<file path="config.mk">
export PLATFORM = sky130hd
export DESIGN_NAME = aes256_ctr_core_scheduler
export DESIGN_NICKNAME = d
export VERILOG_FILES = /design/src/rtl/aes256_ctr_core_scheduler.sv
export SDC_FILE = /design/constraint.sdc
export NUM_CORES = 1
export LEC_CHECK = 0
export BUFFER_PORTS_ARGS = -buffer_cell sky130_fd_sc_hd__clkbuf_2
export CAP_MARGIN = 20
export CORE_UTILIZATION = 45
export DETAILED_ROUTE_END_ITERATION = 10
export HOLD_SLACK_MARGIN = 0.1
export PLACE_DENSITY = 0.68
export REMOVE_ABC_BUFFERS = 1
export SYNTH_ARGS = -nofsm -noshare
export SYNTH_HDL_FRONTEND = slang
export SYNTH_SLANG_ARGS = --single-unit
</file>
<file path="constraint.sdc">
create_clock -name clk -period 25.7 [get_ports clk]
set_clock_uncertainty 0.15 [all_clocks]
set_input_delay 5.14 -clock clk [delete_from_list [all_inputs] [get_ports clk]]
set_output_delay 5.14 -clock clk [all_outputs]
set_load 0.05 [all_outputs]
</file>
<file path="src/rtl/aes256_ctr_core_scheduler.sv">
// aes256_ctr_core_scheduler
// Issues consecutive AES-256 CTR counter blocks to NUM_AES_CORES block cores
// in round-robin order. Results are retired as keystream strictly in issue
// order. Each core slot doubles as a one-entry keystream buffer.
//
// Ports:
//   clk, rst            clock, asynchronous active-high reset
//   load, iv            start a new session with counter block iv
//   enable              0 stops issuing new blocks (retire continues)
//   core_start          one-hot start strobe per core (registered)
//   core_block          counter block for the strobed core (registered)
//   core_done           per-core done strobe
//   core_result         core k result on bits [k*128 +: 128]
//   ks_valid/ks_ready   keystream handshake
//   ks_data             keystream block
//   busy                scheduler not idle
//   inflight            number of slots waiting on a core
//   ctr_wrap_err        sticky counter-wrap flag
//
// Optional feature macro: AES_CTR_WRAP_STOP_EN
//   defined   : issue stops after the block with an all-ones counter field,
//               ctr_wrap_err is set until the next load or reset
//   undefined : counter field wraps silently, ctr_wrap_err is tied to 0
module aes256_ctr_core_scheduler #(
    parameter int unsigned NUM_AES_CORES    = 2,
    parameter int unsigned IV_COUNTER_WIDTH = 32
) (
    input  logic                                 clk,
    input  logic                                 rst,
    input  logic                                 load,
    input  logic [127:0]                         iv,
    input  logic                                 enable,
    output logic [NUM_AES_CORES-1:0]             core_start,
    output logic [127:0]                         core_block,
    input  logic [NUM_AES_CORES-1:0]             core_done,
    input  logic [NUM_AES_CORES*128-1:0]         core_result,
    output logic                                 ks_valid,
    input  logic                                 ks_ready,
    output logic [127:0]                         ks_data,
    output logic                                 busy,
    output logic [$clog2(NUM_AES_CORES+1)-1:0]   inflight,
    output logic                                 ctr_wrap_err
);
    localparam int unsigned N  = NUM_AES_CORES;
    localparam int unsigned W  = IV_COUNTER_WIDTH;
    localparam int unsigned BW = 128;
    localparam int unsigned PW = (N > 1) ? $clog2(N) : 1;
    localparam int unsigned CW = $clog2(N + 1);

    typedef enum logic [1:0] {S_IDLE, S_RUN, S_DRAIN} state_t;
    typedef enum logic [1:0] {SL_FREE, SL_BUSY, SL_DONE} slot_t;

    state_t          state_q, state_d;
    slot_t           slot_q [N];
    slot_t           slot_d [N];
    logic [BW-1:0]   result_q [N];
    logic [N-1:0]    capture_c;
    logic [PW-1:0]   ip_q, ip_d, rp_q, rp_d, ip_v;
    logic [BW-1:0]   ctr_q, ctr_d, ctr_v;
    logic [BW-1:0]   iv_hold_q, iv_hold_d;
    logic [N-1:0]    start_q, start_d;
    logic [BW-1:0]   block_q, block_d;
    logic            retire_c, new_session_c, avail_c, issue_c, wrap_v;
    logic [CW-1:0]   inflight_c;

`ifdef AES_CTR_WRAP_STOP_EN
    logic wrap_q, wrap_d;
`endif

    function automatic logic [PW-1:0] ptr_inc(input logic [PW-1:0] p);
        return (32'(p) == N - 1) ? '0 : p + PW'(1);
    endfunction

    // Count slots still waiting on their core.
    always_comb begin
        inflight_c = '0;
        for (int k = 0; k < N; k++) begin
            if (slot_q[k] == SL_BUSY) inflight_c = inflight_c + CW'(1);
        end
    end

    assign ks_valid     = (state_q == S_RUN) && (slot_q[rp_q] == SL_DONE);
    assign ks_data      = ks_valid ? result_q[rp_q] : '0;
    assign busy         = (state_q != S_IDLE);
    assign inflight     = inflight_c;
    assign core_start   = start_q;
    assign core_block   = block_q;

    // Next-state: capture, retire, session control, then issue.
    always_comb begin
        state_d       = state_q;
        slot_d        = slot_q;
        ip_d          = ip_q;
        rp_d          = rp_q;
        ctr_d         = ctr_q;
        iv_hold_d     = iv_hold_q;
        start_d       = '0;
        block_d       = block_q;
        capture_c     = '0;
        new_session_c = 1'b0;
        ip_v          = ip_q;
        ctr_v         = ctr_q;
`ifdef AES_CTR_WRAP_STOP_EN
        wrap_v        = wrap_q;
`else
        wrap_v        = 1'b0;
`endif
        retire_c      = ks_valid && ks_ready;

        // Results arriving while draining are dropped by freeing the slot.
        for (int k = 0; k < N; k++) begin
            if (core_done[k] && (slot_q[k] == SL_BUSY)) begin
                if (state_q == S_RUN) begin
                    slot_d[k]    = SL_DONE;
                    capture_c[k] = 1'b1;
                end else begin
                    slot_d[k] = SL_FREE;
                end
            end
        end

        if (retire_c) begin
            slot_d[rp_q] = SL_FREE;
            rp_d         = ptr_inc(rp_q);
        end

        case (state_q)
            S_IDLE: begin
                if (load) new_session_c = 1'b1;
            end
            S_RUN: begin
                if (load) begin
                    if (inflight_c == '0) begin
                        new_session_c = 1'b1;
                    end else begin
                        state_d   = S_DRAIN;
                        iv_hold_d = iv;
                    end
                end
            end
            S_DRAIN: begin
                if (load) iv_hold_d = iv;
                if (inflight_c == '0) new_session_c = 1'b1;
            end
            default: state_d = S_IDLE;
        endcase

        if (new_session_c) begin
            state_d = S_RUN;
            for (int k = 0; k < N; k++) slot_d[k] = SL_FREE;
            rp_d   = '0;
            ip_v   = '0;
            ctr_v  = load ? iv : iv_hold_q;
            wrap_v = 1'b0;
        end

        ip_d  = ip_v;
        ctr_d = ctr_v;
`ifdef AES_CTR_WRAP_STOP_EN
        wrap_d = wrap_v;
`endif

        // A slot being retired this cycle may be reissued immediately.
        avail_c = new_session_c || (slot_q[ip_q] == SL_FREE) ||
                  (retire_c && (rp_q == ip_q));
        issue_c = (state_d == S_RUN) && (new_session_c || !load) &&
                  enable && avail_c && !wrap_v;

        if (issue_c) begin
            start_d[ip_v]  = 1'b1;
            block_d        = ctr_v;
            slot_d[ip_v]   = SL_BUSY;
            ip_d           = ptr_inc(ip_v);
            ctr_d[W-1:0]   = ctr_v[W-1:0] + W'(1);
`ifdef AES_CTR_WRAP_STOP_EN
            if (&ctr_v[W-1:0]) wrap_d = 1'b1;
`endif
        end
    end

    // State and datapath registers.
    always_ff @(posedge clk or posedge rst) begin
        if (rst) begin
            state_q   <= S_IDLE;
            ip_q      <= '0;
            rp_q      <= '0;
            ctr_q     <= '0;
            iv_hold_q <= '0;
            start_q   <= '0;
            block_q   <= '0;
            for (int k = 0; k < N; k++) begin
                slot_q[k]   <= SL_FREE;
                result_q[k] <= '0;
            end
        end else begin
            state_q   <= state_d;
            ip_q      <= ip_d;
            rp_q      <= rp_d;
            ctr_q     <= ctr_d;
            iv_hold_q <= iv_hold_d;
            start_q   <= start_d;
            block_q   <= block_d;
            for (int k = 0; k < N; k++) begin
                slot_q[k] <= slot_d[k];
                if (capture_c[k]) result_q[k] <= core_result[k*BW +: BW];
            end
        end
    end

`ifdef AES_CTR_WRAP_STOP_EN
    // Sticky wrap flag, cleared by a new session.
    always_ff @(posedge clk or posedge rst) begin
        if (rst) wrap_q <= 1'b0;
        else     wrap_q <= wrap_d;
    end
    assign ctr_wrap_err = wrap_q;
`else
    assign ctr_wrap_err = 1'b0;
`endif

endmodule
</file>
==> results.json <==
{
  "hold_class": "register to register",
  "final_util_pct": 55.50,
  "cts_setup_buffers": 0,
  "regToRegStartpoint": "slot_q[3]",
  "drc": 0,
  "vdd.ir_drop.worst_mv": 0.08741,
  "hp-start": "result_q[148]",
  "grt_overflow_total": 0,
  "timing.fmax_mhz": 108.4,
  "rsz0062_at_grt": "no",
  "cts_sinks": 650,
  "layout_common_cells": "651 x clkbuf_2, 649 x dfrtp_1, 547 x nand2_1, 265 x mux2i_1, 263 x mux2_2",
  "leakagePower_uw": 0.01712,
  "finalHoldViolations": 0,
  "period_needed_ns": 9.228,
  "clkPwrFrac_pct": 21.9,
  "cp_max_fo": 92,
  "root_buffer": "clkbuf_16",
  "outcome": "finished clean",
  "avgViaCountPerCell": 5.237,
  "tightest_slew_ns": 1.197,
  "synth_cells": 2503,
  "p_total_uw": 4730,
  "rr_endpoint": "core_block[50]",
  "cts.repair.resized": 0,
  "placementRows": 92,
  "min_path_cells": 2,
  "ys_types": 64,
  "slew_viol_final": 0,
  "die_x_um": 254.3,
  "wl_um": 77780,
  "switching_power_uw": 1923,
  "cts_buffers": 72,
  "synthFlopType": "dfrtp_1",
  "clk_pin_slew_ns": 0.06,
  "grt_start_max_net_pins": 186,
  "wl_per_cell_um": 19.44,
  "path_class": "register to output port",
  "num_vias": 20950,
  "ios": 654,
  "crit_buf_inv": 3,
  "final_net_count": 3489,
  "ys.warnings.count": 0,
  "crit_required_ns": 20.41,
  "antenna_found_initial": 14,
  "grt_pass1_vias": 21730,
  "dieArea_mm2": 0.06464,
  "synthArstFlopShare_pct": 100.0,
  "port_buffers": 652,
  "gp_congestion": 0.8898,
  "dr.pass1.iters": 5,
  "clk_latency_ns": 0.62,
  "cts_hold_buf": 0,
  "postRouteAntennaNets": 0,
  "reg2reg_depth": 10,
  "drive_above_1_share_pct": 34.10,
  "synth_area_leaders": "dfrtp_1 57%, mux2_2 10%, mux2i_1 9.3%",
  "cp_slowest_stage_delay_ns": 0.94,
  "pwr-share-comb_pct": 40.1,
  "design.core.area_mm2": 0.06297,
  "die-height_um": 254.3,
  "crit_chain": "nor3b_1, o21ai_4, buf_12, buf_4, nor2_1, clkbuf_2",
  "grt.total_usage_pct": 23.54,
  "switching_share_pct": 40.66,
  "yosysTopAreaCellShare_pct": 56.81,
  "slowest_stage": "dfrtp_4",
  "critPathLaunchType": "register",
  "top_layer_used": "met5",
  "dr_wl_met2_um": 37930,
  "dp_hpwl_um": 53280,
  "critPathLaunch": "rp_q",
  "min_to": "result_q[148]",
  "routed-wl-met3_um": 5997,
  "synth_top_area_cell": "dfrtp_1",
  "internal-power_uw": 2807,
  "p_per_area_mw_per_mm2": 135.3,
  "initial_utilization_pct": 45.48,
  "setup_viol": 0,
  "synth-edff-count": 0,
  "synthesis.area_mm2": 0.02863,
  "drt_iter0_drc": 1345,
  "grt_first_pass_wirelength_um": 119700,
  "cts_tree": "done",
  "clk_path_buf_depth": 3,
  "end_kind": "output port",
  "worst-r2r-setup-slack_ns": 20.83,
  "yosysSeqAreaShare_pct": 56.81,
  "min_period_over_period_pct": 35.90,
  "placed_area_mm2": 0.03251,
  "cp_data_arrival_time_ns": 3.94,
  "area_growth_pct": 22.04,
  "power_frac_seq_pct": 38.0,
  "stdcell_area_mm2": 0.03494,
  "drv_cap": 0,
  "htreeDepth": 3,
  "final_common_cell": "clkbuf_2",
  "setup_tns_ns": 0,
  "wl_met1_um": 31000,
  "ys_ff_latch": 650,
  "slew_headroom_pct": 20.21,
  "critical-path-top-delay-family": "buffers and inverters",
  "syn_area_per_cell_um2": 11.44
}
logic make-up (layout without fill, tap and decap cells):
logic type      after synthesis  after routing  synth area share [%]
other cells                   1              6               0.01310
flops                       650            650                 56.81
xor+xnor                     33             33                 1.009
fa+ha+maj                     5              5                0.2185
mux                         630            630                 23.68
compound gates              209            209                 4.046
simple gates                800            800                 11.50
buf+inv                     175            822                 2.731
worst min-delay path, cell delays in order (launching register included):
cell and delay [ns]:
dfrtp_1 0.34, nand2_1 0.05, nand2_1 0.05
sequential cells by signal, indices dropped and copies added (netlist names):
| register | cells |
|---|---|
| result_q | 256 |
| ip_q | 1 |
| core_block | 128 |
| rp_q | 1 |
| core_start | 2 |
| iv_hold_q | 128 |
| state_q | 2 |
| ctr_q | 128 |
| slot_q | 4 |
power groups by stage:
stage	registers, µW	logic [µW]	clock network, µW
global placement	1780	1850	0
finish	1800	1900	1040
floorplan	2080	1160	0
CTS	1790	1910	1060
global route	1850	2060	1100
detailed placement	1810	1910	0
area by class of cell:
type                    count  area (µm²)
fillers                  5413       28020
flip-flops and latches    650       16270
multi-input cells        1678       11630
repair buffers            672        3492
clock buffers             104        2053
well taps                 846        1059
clock inverters            27       344.1
inverters                  19       83.83
diodes                      5       12.51
layer usage:
metal,up-vias,GRT usage (%)
li1,9671,-
met1,10460,28.70
met3,186,7.910
met5,-,0
met4,20,8.382
met2,617,38.82
worst max path at each step:
stage / end / slack (ns) / cells past startpoint
final: ks_data[48] / 16.47 / 6
after global routing: ks_data[91] / 16.30 / 6
after CTS: ks_data[77] / 16.45 / 6
after detailed placement: core_block[78] / 16.41 / 8
after global placement: core_block[126] / 16.58 / 8
after floorplan: core_block[0] / 2.20 / 1
cells in the mapped netlist, types with 5 or more instances:
| cell | n |
|---|---|
| a31oi_1 | 10 |
| nand3_1 | 20 |
| nand3b_1 | 5 |
| mux2_2 | 263 |
| nand4_1 | 13 |
| buf_1 | 5 |
| buf_2 | 56 |
| nand2b_1 | 5 |
| buf_6 | 5 |
| o22ai_1 | 5 |
| and3_1 | 5 |
| ha_1 | 5 |
| mux2_1 | 99 |
| mux2i_1 | 265 |
| xnor2_1 | 13 |
| a21oi_1 | 35 |
| xor2_1 | 20 |
| nor2_1 | 168 |
| dfrtp_1 | 650 |
| clkbuf_1 | 86 |
| o21ai_1 | 13 |
| nand2_1 | 548 |
| nor3_1 | 7 |
| o21ai_0 | 123 |
| inv_1 | 18 |
metrics by stage:
step,instances,hold WS [ns],worst slack [ns]
global route,3999,0.3372,16.30
global placement,3863,0.3062,16.58
finish,4001,0.3206,16.47
detailed placement,3864,0.3113,16.41
floorplan,2347,0.2950,2.197
CTS,3995,0.3250,16.45
(Power assumes the default switching activity.)
